**src/rtl/perf_monitor.sv**
```systemverilog
// rtl/perf_monitor.sv - run-controlled cycle/event counters with saturation, limit stop and snapshot shadows
module perf_monitor #(
  parameter int NUM_EVT = 2,
  parameter int CNT_W   = 32
) (
  input  logic                             clk_i,
  input  logic                             rst_i,
  input  logic                             start_i,
  input  logic                             clear_i,
  input  logic [NUM_EVT-1:0]               evt_i,
  input  logic [CNT_W-1:0]                 limit_i,
  input  logic                             snap_i,
  input  logic [$clog2(NUM_EVT+1)-1:0]     rd_sel_i,
  output logic [CNT_W-1:0]                 rd_data_o,
  output logic [CNT_W-1:0]                 cycle_o,
  output logic                             running_o,
  output logic                             done_o,
  output logic [NUM_EVT:0]                 ovf_o
);

  localparam int              SEL_W   = $clog2(NUM_EVT + 1);
  localparam logic [CNT_W-1:0] CNT_MAX = '1;
  localparam logic [CNT_W-1:0] CNT_ONE = {{(CNT_W-1){1'b0}}, 1'b1};

  typedef enum logic [1:0] {
    IDLE  = 2'd0,
    RUN   = 2'd1,
    PAUSE = 2'd2,
    DONE  = 2'd3
  } state_e;

  state_e state_q, state_d;

  // Slot 0 is the cycle counter, slot k is event channel k-1; shadows and
  // overflow flags use the same layout so snapshots are a single copy.
  logic [NUM_EVT:0][CNT_W-1:0] cnt_q, cnt_d, cnt_nx;
  logic [NUM_EVT:0][CNT_W-1:0] shd_q, shd_d;
  logic [NUM_EVT:0]            ovf_q, ovf_d;
  logic [NUM_EVT:0]            inc_req, sat_hit;
  logic                        count_en;
  logic                        limit_hit;

  // Saturating increment candidates for every counter slot.
  always_comb begin : incr_calc
    cnt_nx  = cnt_q;
    sat_hit = '0;
    inc_req = {evt_i, 1'b1};
    for (int k = 0; k <= NUM_EVT; k++) begin
      if (inc_req[k]) begin
        if (cnt_q[k] == CNT_MAX) begin
          sat_hit[k] = 1'b1;
        end else begin
          cnt_nx[k] = cnt_q[k] + CNT_ONE;
        end
      end
    end
  end

  // A counting edge is any edge with start high outside DONE; the edges that
  // enter RUN from IDLE or PAUSE count as RUN cycles too.
  always_comb begin : count_ctrl
    count_en  = start_i && (state_q != DONE);
    limit_hit = count_en && (limit_i != '0) && (cnt_nx[0] == limit_i);
  end

  // Next-state logic; clear overrides every other input.
  always_comb begin : fsm_next
    state_d = state_q;
    case (state_q)
      IDLE, PAUSE: begin
        if (start_i) state_d = limit_hit ? DONE : RUN;
      end
      RUN: begin
        if (!start_i)       state_d = PAUSE;
        else if (limit_hit) state_d = DONE;
      end
      DONE:    state_d = DONE;
      default: state_d = IDLE;
    endcase
    if (clear_i) state_d = IDLE;
  end

  // Counter, shadow and overflow updates; the limit stop captures final
  // post-increment values and takes precedence over a same-edge snapshot.
  always_comb begin : data_next
    cnt_d = cnt_q;
    shd_d = shd_q;
    ovf_d = ovf_q;
    if (count_en) begin
      cnt_d = cnt_nx;
      ovf_d = ovf_q | sat_hit;
    end
    if (snap_i)    shd_d = cnt_q;
    if (limit_hit) shd_d = cnt_nx;
    if (clear_i) begin
      cnt_d = '0;
      shd_d = '0;
      ovf_d = '0;
    end
  end

  // State and data registers with asynchronous active-low reset.
  always_ff @(posedge clk_i or negedge rst_i) begin : regs
    if (!rst_i) begin
      state_q <= IDLE;
      cnt_q   <= '0;
      shd_q   <= '0;
      ovf_q   <= '0;
    end else begin
      state_q <= state_d;
      cnt_q   <= cnt_d;
      shd_q   <= shd_d;
      ovf_q   <= ovf_d;
    end
  end

  // Shadow read mux; selects beyond the last channel read as zero.
  always_comb begin : rd_mux
    rd_data_o = '0;
    for (int k = 0; k <= NUM_EVT; k++) begin
      if (rd_sel_i == SEL_W'(k)) rd_data_o = shd_q[k];
    end
  end

  assign cycle_o   = cnt_q[0];
  assign running_o = (state_q == RUN);
  assign done_o    = (state_q == DONE);
  assign ovf_o     = ovf_q;

endmodule

```
**config.mk**
```make
export PLATFORM = sky130hd
export DESIGN_NAME = perf_monitor
export DESIGN_NICKNAME = d
export VERILOG_FILES = /design/src/rtl/perf_monitor.sv
export SDC_FILE = /design/constraint.sdc
export NUM_CORES = 1
export LEC_CHECK = 0
export CAP_MARGIN = 20
export CORE_MARGIN = 2
export CORE_UTILIZATION = 30
export CTS_CLUSTER_DIAMETER = 80
export CTS_CLUSTER_SIZE = 8
export DETAILED_ROUTE_END_ITERATION = 7
export HOLD_SLACK_MARGIN = 0.06
export PLACE_DENSITY = 0.54
export SLEW_MARGIN = 5
export SYNTH_ARGS = -nofsm -noshare
export SYNTH_HDL_FRONTEND = slang
export SYNTH_SLANG_ARGS = --single-unit
export TNS_END_PERCENT = 20
```
**constraint.sdc**
```tcl
create_clock -name clk_i -period 4.3 [get_ports clk_i]
set_input_delay 0.86 -clock clk_i [delete_from_list [all_inputs] [get_ports clk_i]]
set_output_delay 0.86 -clock clk_i [all_outputs]
set_load 0.02 [all_outputs]
```
# ---- Yosys cells after proc, flatten, opt, wreduce, memory -nomap -nowiden
# Index checks and enable logic that the tools add are counted.
dict set report totals {
  reg_bits 197
  out_inout_bits 69
}
dict set report classes {
  addsub 3
  eq_ne 12
  muxes 26
  bitwise_logic 1
  reduce_logical 10
}
# cell n
set ops {}
lappend ops {{96-bit 2-to-1 mux} 5}
lappend ops {{32-bit 2-to-1 mux} 8}
lappend ops {{32-bit by 1-bit adder with 32-bit output, second input constant} 3}
lappend ops {{32-bit == test, second input constant} 3}
lappend ops {{32-bit == test} 1}
lappend ops {{32-bit nonzero test} 1}
lappend ops {{2-bit 2-to-1 mux} 5}
lappend ops {{2-bit == test, second input constant} 3}
lappend ops {{3-bit 2-to-1 mux} 2}
lappend ops {{2-bit case mux with 3 select lines} 1}
lappend ops {{1-bit 2-to-1 mux} 5}
lappend ops {{2-bit by 1-bit == test with 1-bit output, second input constant} 2}
lappend ops {{2-bit zero test} 2}
lappend ops {{4-bit by 3-bit inequality test with 1-bit output, second input constant} 1}
lappend ops {{1-bit logical AND} 3}
lappend ops {{3-bit inequality test, second input constant} 1}
lappend ops {{3-bit bitwise OR} 1}
lappend ops {{3-bit nonzero test} 1}
lappend ops {{2-bit inequality test, second input constant} 1}
lappend ops {{2-bit AND reduction} 1}
lappend ops {{2-bit nonzero test} 1}
lappend ops {{2-bit OR reduction} 1}

# ---- Depth between registers and ports, before layout
# Gate-level depths: netlist (run 1).
dict set report logic_depth {
  depth_word 8
  depth_mapped 16
}

# ---- Worst setup path before layout (run 1)
# Ideal clock, no wire load.
dict set report synth_timing {
  kind {reg-to-reg}
  startpoint {reg cnt_q (netlist bit cycle_o[1])}
  endpoint {reg shd_q[82] (netlist name)}
  setup_time_ns 0.123
  arrival_time_ns 3.577
  required_time_ns 4.177
  slack_ns 0.600
  stages_incl_launch_ff 17
  path_buffers 5
  period_less_slack_ns 3.700
  path_cell_list {dfrtp_1 -> ha_1 -> buf_2 -> nand3_2 -> nor3_4 -> buf_6 -> buf_6 -> a21o_1 -> o221ai_1 -> or4b_4 -> nor4b_4 -> and4b_1 -> buf_6 -> nand2_1 -> buf_2 -> o21a_1 -> o221a_1}
}
dict set report synth_via {
  elab_chain_len 6
}
# item line
set synth_lines {}
lappend synth_lines {{from (decl)} 36} ;# logic [NUM_EVT:0][CNT_W-1:0] cnt_q, cnt_d, cnt_nx;
lappend synth_lines {{from (signal assigned)} 111} ;# cnt_q <= cnt_d;
lappend synth_lines {{32-bit by 1-bit adder with 32-bit output / 32-bit == test (equally long branches)} {53, 50}}
lappend synth_lines {{32-bit 2-to-1 mux *} 50} ;# if (cnt_q[k] == CNT_MAX) begin
lappend synth_lines {{32-bit == test *} 63} ;# limit_hit = count_en && (limit_i != '0) && (cnt_nx[0] == limit_i);
lappend synth_lines {{1-bit logical AND *} 63}
lappend synth_lines {{96-bit 2-to-1 mux} 94} ;# if (limit_hit) shd_d = cnt_nx;
lappend synth_lines {{96-bit 2-to-1 mux} 95} ;# if (clear_i) begin
lappend synth_lines {{to (signal assigned)} 107} ;# shd_q <= '0;
lappend synth_lines {{to (signal assigned)} 112} ;# shd_q <= shd_d;
lappend synth_lines {{to (decl)} 37} ;# logic [NUM_EVT:0][CNT_W-1:0] shd_q, shd_d;
# Mark *: on every way between the ends. The rest lies on a longest branch, timed or not.
# A chain may end at the register's enable or synchronous reset.

# ---- Worst setup path after layout (run 1)
dict set report layout_timing {
  startpoint {reg cnt_q (netlist bit cycle_o[19])}
  endpoint {reg shd_q[82] (netlist name)}
}
# The elaborated chain is that of the path after synthesis.

==> impl_results.md, run 1 <==
- Result of the run: finished, final reports clean
- Worst Slack Setup Final: 0.148 ns
- Critical path launch point type: flip-flop
- Wire length per cell after detailed routing: 22.6 µm
- Data arrival time of the critical path: 4.51 ns
- Cell internal power dissipation: 2.92 mW
- Switching fraction of total power: 27.0%
- Tightest Hold Check Type: in2async
- Final critical-path required period: 4.15 ns
- Clock latency on the worst-skew pair: 0.47 ns
- Distinct cell type count of the synthesized netlist: 87
- FF+latch count, synth: 197
- Worst-case headroom to the max-slew limit: 35.5%
- Net switching power of the design: 1.08 mW
- Syn Std Cell Area: 0.0140 mm²
- Total number of clock tree sinks: 197
- Total number of nets in the final design: 1813
- Power density over the cells: 236 mW/mm²
- Slew @ Worst Pin: 0.967 ns
- Net count after synthesis: 1711
- Area added between synthesis and finish: 21.0%
- Post-route fraction of the period consumed by the critical path: 96.6%
- Hold-fix buffers at CTS: 0
- Number of buffers inserted during clock tree synthesis: 17
- Layout Skew: 0.0162 ns
- Required @ worst endpoint: 4.66 ns
- Number of top-level pins: 110
- Final weighted congestion in routability-driven placement: 0.942
- Placed cells: 2352
- Final Hold Slack: 0.428 ns
- Total Power Consumption: 3.99 mW
- Final hold viol count: 0
- Sum of routed wire length over all layers: 54000 µm
- Layout cell share with drive strength beyond 1: 13.0%
- Number of flops mapped to enable cells by yosys: 0
- Width of the die: 220 µm
- Global-route met1 utilization: 30.3%
- Height of the chip: 220 µm
- Highest clock frequency the design can meet: 241 MHz
- Initial antenna violation count: 0
- Biggest fanout along the worst timing path: 6
- CTS H-Tree Depth: 4
- Diode insertion count for antenna repair: 0
- Path type of the worst setup path: reg2reg
- Leak: 6.43 nW
- Largest voltage drop on the vdd net: 267 µV
- Main synth FF type: sky130_fd_sc_hd__dfrtp_1
- Number of port buffers: 109
- YS warnings: 0
- Remaining antenna violation count: 0
- Synthesized area per cell: 8.38 µm²
- Pin count of the biggest net entering global routing: 187
- RSZ-0062 raised after global routing: yes
- Die outline area: 0.0483 mm²
- Placement row count: 79
- Number of vias per cell after detailed routing: 5.60
- CORE AREA: 0.0463 mm²
- Fraction of power consumed by sequential logic: 47.1%
- Highest-count cells in the layout ignoring fill and taps: 196 x sky130_fd_sc_hd__dfrtp_1, 150 x sky130_fd_sc_hd__nor2_1, 141 x sky130_fd_sc_hd__nand2_1, 135 x sky130_fd_sc_hd__buf_4, 105 x sky130_fd_sc_hd__clkdlybuf4s50_1
- Total track usage: 22.4%
- Setup TNS: 0 ns
- Pre-CTS setup slack: -0.169 ns
- Clock power frac: 42.0%
- Master cell of the clock root buffer: sky130_fd_sc_hd__clkbuf_16
- Number of design-rule violations left by the first detailed-router iteration: 1195
- Global Route met2 Usage: 36.4%
- Vias after detailed routing: 13400
- DRC violation count after routing: 0
- Met3 usage in global routing: 3.44%
- Count of final max-slew check failures: 0
- Number of global-route vias before repair: 12900
- DRT Pass-1 Iters: 6
- Wire length of the first global-routing pass: 81600 µm
- Critical path endpoint category: flip-flop
- Initial standard-cell utilization of the core: 30.2%
- Part of the Yosys area used for sequential elements: 35.3%
- Grt ovf: 0
- Busiest grt layer: met2
- Hpwl dp: 39400 µm
- Count of endpoints failing setup in the final report: 0
- Deepest clock path buffer count: 2
- Clock slew at the register clock pins of the worst setup and hold paths: 0.08 ns
- Fraction of synthesis flops using an asynchronous set or reset pin: 100%
- Clock tree from TritonCTS: yes
- Number of max-capacitance violations reported: 0
- Comb power frac: 11.0%
- Most common library cell in the layout ignoring fill and taps: sky130_fd_sc_hd__dfrtp_1
- Post-synthesis cell count: 1667
- Post-layout instance count excluding filler cells: 2389
## final timing paths
path	startpoint	endpoint	slack, ns	cells after the start
worst max register to register	cycle_o[19]$_DFFE_PN0P_	shd_q[82]$_DFFE_PN0P_	0.15	13
max in group asynchronous	rst_i	cycle_o[23]$_DFFE_PN0P_	2.89	2
worst max-delay path	cycle_o[19]$_DFFE_PN0P_	shd_q[82]$_DFFE_PN0P_	0.15	13
min in group clk_i	ovf_o[1]$_DFFE_PN0P_	ovf_o[1]$_DFFE_PN0P_	0.52	2
worst min register to register	ovf_o[1]$_DFFE_PN0P_	ovf_o[1]$_DFFE_PN0P_	0.52	2
worst min-delay path	rst_i	cycle_o[17]$_DFFE_PN0P_	0.43	1
## cell families after synthesis
logic type               count (synthesis)  synth area share [%]
flip-flops                             197                  35.3
buffers and inverters                  205                  7.38
XOR/XNOR                               134                  8.80
AND/OR/NAND/NOR                        701                  27.0
AO/OA/AOI/OAI                          392                  18.7
adder cells (fa/ha/maj)                  3                 0.269
multiplexers                            35                  2.54
## flip-flops by register name (all words and copies together), names as in the netlist
| signal | count |
|---|---|
| cnt_q | 64 |
| cycle_o | 32 |
| ovf_o | 3 |
| shd_q | 96 |
| state_q | 2 |
## metal layers
| layer | share of wire (%) | vias to the layer above | wire, µm |
|---|---|---|---|
| met5 | 0 | - | 0 |
| met4 | 3.0 | 0 | 1640 |
| met3 | 5.3 | 83 | 2890 |
| met2 | 47 | 449 | 25200 |
| met1 | 45 | 6643 | 24300 |
| li1 | - | 6213 | - |
## worst max-delay path, cell delays in order (launching register included)
cell                       delay (ns)
sky130_fd_sc_hd__dfrtp_1         0.52
sky130_fd_sc_hd__and4_4          0.32
sky130_fd_sc_hd__nand4_1         0.29
sky130_fd_sc_hd__buf_4           0.27
sky130_fd_sc_hd__o31ai_2         0.25
sky130_fd_sc_hd__o221ai_1        0.22
sky130_fd_sc_hd__or4b_4          0.55
sky130_fd_sc_hd__nor4b_4         0.36
sky130_fd_sc_hd__and4b_1         0.31
sky130_fd_sc_hd__buf_12          0.14
sky130_fd_sc_hd__nand2_1         0.18
sky130_fd_sc_hd__buf_4           0.24
sky130_fd_sc_hd__o21a_1          0.19
sky130_fd_sc_hd__o221a_1         0.21
## power groups by stage
| stage | Combinational, mW | Sequential (mW) | Clock [mW] |
|---|---|---|---|
| 6_report | 0.438 | 1.88 | 1.68 |
| 2_1_floorplan | 0.202 | 1.91 | 0 |
| 3_3_place_gp | 0.437 | 1.92 | 0 |
| 4_1_cts | 0.439 | 1.88 | 1.71 |
| 3_5_place_dp | 0.437 | 1.92 | 0 |
| 5_1_grt | 0.470 | 1.88 | 1.78 |
## cells in the mapped netlist (5+ instances only)
cell type                   number  area, µm²
sky130_fd_sc_hd__dfrtp_1       197       4930
sky130_fd_sc_hd__nor2_1        150        563
sky130_fd_sc_hd__nand2_1       141        529
sky130_fd_sc_hd__o21ai_0       103        515
sky130_fd_sc_hd__a211oi_1       95        713
sky130_fd_sc_hd__clkbuf_1       81        304
sky130_fd_sc_hd__xnor2_1        77        674
sky130_fd_sc_hd__a21oi_1        72        360
sky130_fd_sc_hd__nand3_1        59        295
sky130_fd_sc_hd__xor2_1         53        464
sky130_fd_sc_hd__buf_4          50        375
sky130_fd_sc_hd__nor3_1         49        245
sky130_fd_sc_hd__nor2b_1        47        294
sky130_fd_sc_hd__nand4_1        43        269
sky130_fd_sc_hd__and3_1         39        244
sky130_fd_sc_hd__or3_1          36        225
sky130_fd_sc_hd__buf_2          35        175
sky130_fd_sc_hd__mux2i_1        32        320
sky130_fd_sc_hd__inv_1          29        109
sky130_fd_sc_hd__nor4_1         27        169
sky130_fd_sc_hd__a31oi_1        21        131
sky130_fd_sc_hd__and2_1         21        131
sky130_fd_sc_hd__and4_1         20        175
sky130_fd_sc_hd__nand3b_1       12       90.1
sky130_fd_sc_hd__a311oi_1       11       96.3
sky130_fd_sc_hd__nand2b_1        8       50.1
sky130_fd_sc_hd__o211ai_1        8       60.1
sky130_fd_sc_hd__a2111oi_1       7       70.1
sky130_fd_sc_hd__nor3b_1         7       52.6
sky130_fd_sc_hd__o2111ai_1       7       61.3
sky130_fd_sc_hd__o21a_1          6       45.0
sky130_fd_sc_hd__or2_2           6       37.5
sky130_fd_sc_hd__a22oi_1         5       37.5
sky130_fd_sc_hd__a311o_1         5       50.1
sky130_fd_sc_hd__buf_1           5       18.8
sky130_fd_sc_hd__o21ai_1         5       25.0
sky130_fd_sc_hd__or4_1           5       37.5
## repair_timing
item	4_1_cts	5_1_grt
resized for setup	3	11
setup buffers	0	5
pin swaps	0	2
endpoints found under the setup margin	7	82
## cell type report
class	instances	area, µm²
Multi-Input combinational cell	1265	8110
Sequential cell	197	4930
Timing Repair Buffer	258	2390
Clock inverter	10	120
Tap cell	607	759
Inverter	30	113
Clock buffer	22	464
Fill cell	4783	29400
## stage by stage
| step | util [%] | cell area, µm² |
|---|---|---|
| final | 36.5 | 16900 |
| after global routing | 36.5 | 16900 |
| after detailed placement | 35.0 | 16200 |
| after global placement | 35.0 | 16200 |
| after floorplan | - | 14000 |
| after CTS | 36.3 | 16800 |
(Power assumes the default switching activity.)
==> run 2, diff against run 1 <==
--- a/config.mk
+++ b/config.mk
@@ -6,14 +6,16 @@
 export NUM_CORES = 1
 export LEC_CHECK = 0
 export CAP_MARGIN = 20
+export CELL_PAD_IN_SITES_DETAIL_PLACEMENT = 0
+export CELL_PAD_IN_SITES_GLOBAL_PLACEMENT = 2
 export CORE_MARGIN = 2
 export CORE_UTILIZATION = 30
 export CTS_CLUSTER_DIAMETER = 80
 export CTS_CLUSTER_SIZE = 8
 export DETAILED_ROUTE_END_ITERATION = 7
 export HOLD_SLACK_MARGIN = 0.06
-export PLACE_DENSITY = 0.54
-export SLEW_MARGIN = 5
+export PLACE_DENSITY = 0.76
+export SLEW_MARGIN = 15
 export SYNTH_ARGS = -nofsm -noshare
 export SYNTH_HDL_FRONTEND = slang
 export SYNTH_SLANG_ARGS = --single-unit
==> run 2 against run 1 <==
Compared with the run above:
- count of clock-buffer cells in the layout shrank 3
- critical path depth did not move
- utilization rose by 0.61 points
- final area up 1.7%
- register-to-register slack worse by 0.02 ns
- global-route usage is 0.92 points higher
- sequential power is essentially flat
- critical endpoint unchanged
- via count increased by 0.62%
==> impl_results.md, run 2 (synthesis gave the netlist of run 1 again) <==
- Final weighted congestion in routability-driven placement: 0.915
- Highest-count cells in the layout ignoring fill and taps: 197 x sky130_fd_sc_hd__dfrtp_1, 172 x sky130_fd_sc_hd__buf_4, 149 x sky130_fd_sc_hd__nor2_1, 141 x sky130_fd_sc_hd__nand2_1, 102 x sky130_fd_sc_hd__o21ai_0
- Post-route design area: 0.0172 mm²
- Total number of clock tree sinks: 197
- Number of max-capacitance violations reported: 0
- Area post-placement: 0.0164 mm²
- Crit-path cells: buf_4, nand4_1, or4_1, or2_2, nor3_4, xnor2_1, or4b_1, and3b_2, buf_4, nand2_1, buf_4, o21a_1, o221a_1
- Count of final max-slew check failures: 0
- Path type of the worst setup path: reg2reg
- Clock tree from TritonCTS: yes
- Sum of buffers and inverters on the critical path: 3
- Worst stage delay on the critical path: 0.52 ns
- Number of top-level pins: 110
- Required @ worst endpoint: 4.65 ns
- Top reg by flops: shd_q
- Critical R2R Launch: cycle_o[20]$_DFFE_PN0P_
- Wire length of the first global-routing pass: 84800 µm
- Initial standard-cell utilization of the core: 30.2%
- Slowest cell on the critical path: sky130_fd_sc_hd__or4b_1
- Pin count of the biggest net entering global routing: 90
- Area added between synthesis and finish: 23.0%
- Layout Skew: 0.0139 ns
- Setup TNS: 0 ns
- Highest clock frequency the design can meet: 240 MHz
- Largest voltage drop on the vdd net: 198 µV
- Clock slew at the register clock pins of the worst setup and hold paths: 0.07 ns
- Most common library cell in the layout ignoring fill and taps: sky130_fd_sc_hd__dfrtp_1
- Result of the run: finished, final reports clean
- Layout cell share with drive strength beyond 1: 14.9%
- Worst Slack Setup Final: 0.131 ns
- Grt ovf: 0
- Initial antenna violation count: 0
- Count of endpoints failing setup in the final report: 0
- Final critical-path required period: 4.17 ns
- Slew @ Worst Pin: 0.990 ns
- Leak: 6.62 nW
- Number of buffers inserted during clock tree synthesis: 17
- CORE AREA: 0.0463 mm²
- Worst-case headroom to the max-slew limit: 34.0%
- Layout fillers: 4791
- DRT Pass-1 Iters: 7
- Total track usage: 23.4%
- Total Power Consumption: 4.19 mW
- Critical path endpoint category: flip-flop
- Remaining antenna violation count: 0
- Sum of routed wire length over all layers: 56300 µm
- Tightest Hold Check Type: in2async
- Master cell of the clock root buffer: sky130_fd_sc_hd__clkbuf_16
- Number of global-route vias before repair: 13100
- Cell occurring most often along the worst timing path: sky130_fd_sc_hd__buf_4
- Number of design-rule violations left by the first detailed-router iteration: 1201
- Biggest fanout along the worst timing path: 10
- Kind of cell adding the most delay to the critical path: simple AND/OR/NAND/NOR gates
- Pre-CTS setup slack: -0.167 ns
- Max reg flops: 96
- Diode insertion count for antenna repair: 0
- Die outline area: 0.0483 mm²
- Number of vias per cell after detailed routing: 5.58
- Vias after detailed routing: 13500
- Power density over the cells: 244 mW/mm²
- Crit. Startpoint: cycle_o[20]$_DFFE_PN0P_
- CTS H-Tree Depth: 4
- Clock latency on the worst-skew pair: 0.46 ns
- Data arrival time of the critical path: 4.52 ns
- Total number of nets in the final design: 1842
- Number of port buffers: 109
- Util after Layout: 37.1%
- Placement row count: 79
- Deepest clock path buffer count: 2
- Height of the chip: 220 µm
- DRC violation count after routing: 0
- Width of the die: 220 µm
- Critical path launch point type: flip-flop
- Wire length per cell after detailed routing: 23.3 µm
- Post-route fraction of the period consumed by the critical path: 97.0%
- Final hold viol count: 0
- Hpwl dp: 41200 µm
-- run 2: cell count changes in the layout (fill, tap and decap cells not counted), sizes merged --
cell           delta
inv               -3
buf              +36
clkinvlp          +1
clkbuf            -2
clkinv            -2
bufinv            +4
clkdlybuf4s50     -8
-- run 2: area by class of cell --
cell class | count | area [µm²] | area share [%]
timing repair buffer | 287 | 2600 | 15.1
tap | 607 | 759 | 4.42
sequential | 197 | 4930 | 28.7
inverter | 30 | 113 | 0.656
clock buffer | 19 | 443 | 2.58
clock inverter | 10 | 205 | 1.19
multi-input combinational | 1265 | 8120 | 47.3
-- run 2: path summary, 6_finish.rpt --
path                                          endpoint  slack, ns  cells after the start
worst max-delay path             shd_q[82]$_DFFE_PN0P_       0.13                     13
worst min-delay path            cycle_o[0]$_DFFE_PN0P_       0.46                      1
worst max register to register   shd_q[82]$_DFFE_PN0P_       0.13                     13
worst min register to register    ovf_o[1]$_DFFE_PN0P_       0.50                      2
max in group asynchronous        cnt_q[58]$_DFFE_PN0P_       2.84                      2
min in group clk_i                ovf_o[1]$_DFFE_PN0P_       0.50                      2
-- run 2: report_power, final --
group	internal (mW)	leakage (nW)	switching, mW	total, mW
Combinational	0.161	3.58	0.286	0.447
Sequential	1.87	2.73	0.0150	1.88
Clock	1.10	0.311	0.761	1.86
-- run 2: repair_timing --
item                                    in CTS  in global routing
cloned                                       0                  1
setup buffers                                0                  3
endpoints found under the setup margin       1                 73
hold buffers                                 0                  0
pin swaps                                    0                  5
resized for setup                            2                 18
-- run 2: routing by layer --
metal / vias up / track usage (%) / wire length (µm)
met2: 365 / 37.1 / 26400
li1: 6279 / - / -
met4: 0 / 5.53 / 1060
met1: 6774 / 33.9 / 26700
met5: - / 0 / 0
met3: 53 / 2.43 / 2220
-- run 2: per-stage QoR --
stage | hold slack [ns] | instances
floorplan | 0.483 | 1667
global placement | 0.481 | 2382
detailed placement | 0.490 | 2382
CTS | 0.494 | 2411
global route | 0.516 | 2415
finish | 0.462 | 2415
-- run 2: worst reg2reg max path, cell delays in order, from the launching register on --
cell and delay, ns:
sky130_fd_sc_hd__dfrtp_1 0.39, sky130_fd_sc_hd__buf_4 0.20, sky130_fd_sc_hd__nand4_1 0.21, sky130_fd_sc_hd__or4_1 0.51, sky130_fd_sc_hd__or2_2 0.38, sky130_fd_sc_hd__nor3_4 0.18, sky130_fd_sc_hd__xnor2_1 0.24, sky130_fd_sc_hd__or4b_1 0.52
sky130_fd_sc_hd__and3b_2 0.36, sky130_fd_sc_hd__buf_4 0.25, sky130_fd_sc_hd__nand2_1 0.19, sky130_fd_sc_hd__buf_4 0.23, sky130_fd_sc_hd__o21a_1 0.19, sky130_fd_sc_hd__o221a_1 0.21
==> run 3, diff against run 2 <==
--- a/config.mk
+++ b/config.mk
@@ -9,12 +9,12 @@
 export CELL_PAD_IN_SITES_DETAIL_PLACEMENT = 0
 export CELL_PAD_IN_SITES_GLOBAL_PLACEMENT = 2
 export CORE_MARGIN = 2
-export CORE_UTILIZATION = 30
+export CORE_UTILIZATION = 36
 export CTS_CLUSTER_DIAMETER = 80
 export CTS_CLUSTER_SIZE = 8
 export DETAILED_ROUTE_END_ITERATION = 7
 export HOLD_SLACK_MARGIN = 0.06
-export PLACE_DENSITY = 0.76
+export PLACE_DENSITY = 0.87
 export SLEW_MARGIN = 15
 export SYNTH_ARGS = -nofsm -noshare
 export SYNTH_HDL_FRONTEND = slang
==> run 3 against run 2 <==
Compared with the run above:
- final cell count shrank 4.4%
- total power grew 1.8%
- sequential share of layout area grew 0.47 points
- maximum frequency shrank 0.33%
- clock power grew 4%
- global-route usage grew 3.8 points
- clock skew shrank 0.0028 ns
- sequential cell count is the same
- first-iteration DRC count shrank 6.3%
- register-to-register slack is essentially flat
- worst hold slack gained 0.013 ns
- utilization grew 6.8 points
- critical path type unchanged
- largest cell class unchanged
- largest power group is now the clock network
==> impl_results.md, run 3 (synthesis gave the netlist of run 1 again) <==
- Setup TNS: 0 ns
- Result of the run: finished, final reports clean
- Post-layout instance count excluding filler cells: 2309
- Highest clock frequency the design can meet: 239 MHz
- Count of endpoints failing setup in the final report: 0
- Width of the die: 201 µm
- Final critical-path required period: 4.18 ns
- Tightest Hold Check Type: in2async
- Clock slew at the register clock pins of the worst setup and hold paths: 0.08 ns
- Power density over the cells: 252 mW/mm²
- Critical path endpoint category: flip-flop
- Slack of the worst reg-to-reg path: 0.12 ns
- Deepest clock path buffer count: 2
- Vias after detailed routing: 13500
- Slew @ Worst Pin: 0.942 ns
- Number of max-capacitance violations reported: 0
- Leak: 6.50 nW
- Top reg by flops: shd_q
- Hold-fix buffers at CTS: 0
- DRC violation count after routing: 0
- Hpwl dp: 39800 µm
- Master cell of the clock root buffer: sky130_fd_sc_hd__clkbuf_16
- CTS H-Tree Depth: 4
- Final weighted congestion in routability-driven placement: 0.963
- DRT Pass-1 Iters: 5
- Post-route fraction of the period consumed by the critical path: 97.3%
- Layout cell share with drive strength beyond 1: 13.6%
- Max reg flops: 96
- Required @ worst endpoint: 4.67 ns
- Path type of the worst setup path: reg2reg
- Wire length per cell after detailed routing: 23.7 µm
- Number of port buffers: 109
- Number of design-rule violations left by the first detailed-router iteration: 1125
- Highest-count cells in the layout ignoring fill and taps: 194 x sky130_fd_sc_hd__dfrtp_1, 150 x sky130_fd_sc_hd__nor2_1, 147 x sky130_fd_sc_hd__buf_4, 141 x sky130_fd_sc_hd__nand2_1, 105 x sky130_fd_sc_hd__clkdlybuf4s50_1
- Layout Skew: 0.0111 ns
- Diode insertion count for antenna repair: 0
- Count of final max-slew check failures: 0
- Util after Layout: 44.0%
- Wire length of the first global-routing pass: 83900 µm
- Number of global-route vias before repair: 13100
- Number of top-level pins: 110
- Total track usage: 27.2%
- Biggest fanout along the worst timing path: 9
- Clock latency on the worst-skew pair: 0.46 ns
- CORE AREA: 0.0385 mm²
- Final hold viol count: 0
- Die outline area: 0.0404 mm²
- Total number of clock tree sinks: 197
- Total number of nets in the final design: 1822
- Initial antenna violation count: 0
- Number of vias per cell after detailed routing: 5.85
- Worst-case headroom to the max-slew limit: 37.1%
- Data arrival time of the critical path: 4.55 ns
- Critical path launch point type: flip-flop
- Number of buffers inserted during clock tree synthesis: 17
- Grt ovf: 0
- Remaining antenna violation count: 0
- Clock tree from TritonCTS: yes
- Placed cells: 2270
- Initial standard-cell utilization of the core: 36.3%
- Area added between synthesis and finish: 21.1%
- Pin count of the biggest net entering global routing: 187
- Most common library cell in the layout ignoring fill and taps: sky130_fd_sc_hd__dfrtp_1
- Sum of routed wire length over all layers: 54800 µm
- Largest voltage drop on the vdd net: 291 µV
- Placement row count: 72
- Height of the chip: 201 µm
## run 3: cell types whose count changed in the layout (fill, tap and decap cells not counted), moves of 3 or more
cell | before | now
sky130_fd_sc_hd__buf_4 | 172 | 147
sky130_fd_sc_hd__clkdlybuf4s50_1 | 97 | 105
sky130_fd_sc_hd__clkinv_4 | 0 | 3
sky130_fd_sc_hd__dfrtp_1 | 197 | 194
sky130_fd_sc_hd__dfrtp_2 | 0 | 3
## run 3: stage by stage
stage	setup WS, ns	hold slack [ns]	power (mW)	area (µm²)
global route	-0.00176	0.528	4.40	16900
detailed placement	-0.198	0.499	2.36	16100
floorplan	0.600	0.483	2.12	14000
CTS	0.0115	0.513	4.29	16800
global placement	-0.0825	0.484	2.36	16100
finish	0.117	0.476	4.26	16900
## run 3: cell type report
type | count | area [µm²]
Clock buffer | 21 | 470
Clock inverter | 11 | 220
Fill cell | 3893 | 21600
Inverter | 30 | 113
Multi-Input combinational cell | 1265 | 8100
Sequential cell | 197 | 4930
Tap cell | 518 | 648
Timing Repair Buffer | 267 | 2420
## run 3: timing repair
| action | 4_1_cts | 5_1_grt |
|---|---|---|
| setup buffers | 2 | 5 |
| resized for setup | 1 | 14 |
| pin swaps | 1 | 4 |
| endpoints found under the setup margin | 28 | 87 |
## run 3: worst paths after layout
check,endpoint,startpoint,cells past startpoint
worst min register to register,ovf_o[1]$_DFFE_PN0P_,ovf_o[1]$_DFFE_PN0P_,2
worst min-delay path,cycle_o[8]$_DFFE_PN0P_,rst_i,1
min in group clk_i,ovf_o[1]$_DFFE_PN0P_,ovf_o[1]$_DFFE_PN0P_,2
worst max-delay path,shd_q[91]$_DFFE_PN0P_,cycle_o[12]$_DFFE_PN0P_,12
max in group asynchronous,cnt_q[54]$_DFFE_PN0P_,rst_i,2
worst max register to register,shd_q[91]$_DFFE_PN0P_,cycle_o[12]$_DFFE_PN0P_,12
## run 3: power by group
part	switching, mW	leakage (nW)	internal (mW)	total, mW
Clock	0.788	0.338	1.14	1.93
Sequential	0.0141	2.73	1.87	1.88
Combinational	0.289	3.43	0.161	0.450
Total	1.09	6.50	3.17	4.26
## run 3: layer usage
| layer | global-route usage, % | part of all wire [%] | up-vias |
|---|---|---|---|
| met3 | 5.18 | 6.3 | 56 |
| met2 | 42.1 | 45 | 460 |
| met4 | 6.59 | 1.8 | 0 |
| met1 | 39.1 | 47 | 6750 |
| met5 | 0 | 0 | - |
| li1 | - | - | 6243 |
## run 3: critical path: stages, from the launching register on
cell                       delay, ns
sky130_fd_sc_hd__dfrtp_2        0.51
sky130_fd_sc_hd__and4_4         0.25
sky130_fd_sc_hd__and4_2         0.33
sky130_fd_sc_hd__buf_4          0.21
sky130_fd_sc_hd__a311oi_1       0.57
sky130_fd_sc_hd__xnor2_1        0.26
sky130_fd_sc_hd__o211ai_1       0.16
sky130_fd_sc_hd__nor4b_2        0.46
sky130_fd_sc_hd__and3b_1        0.48
sky130_fd_sc_hd__a21oi_2        0.22
sky130_fd_sc_hd__buf_4          0.19
sky130_fd_sc_hd__a211o_1        0.25
sky130_fd_sc_hd__a211oi_1       0.19
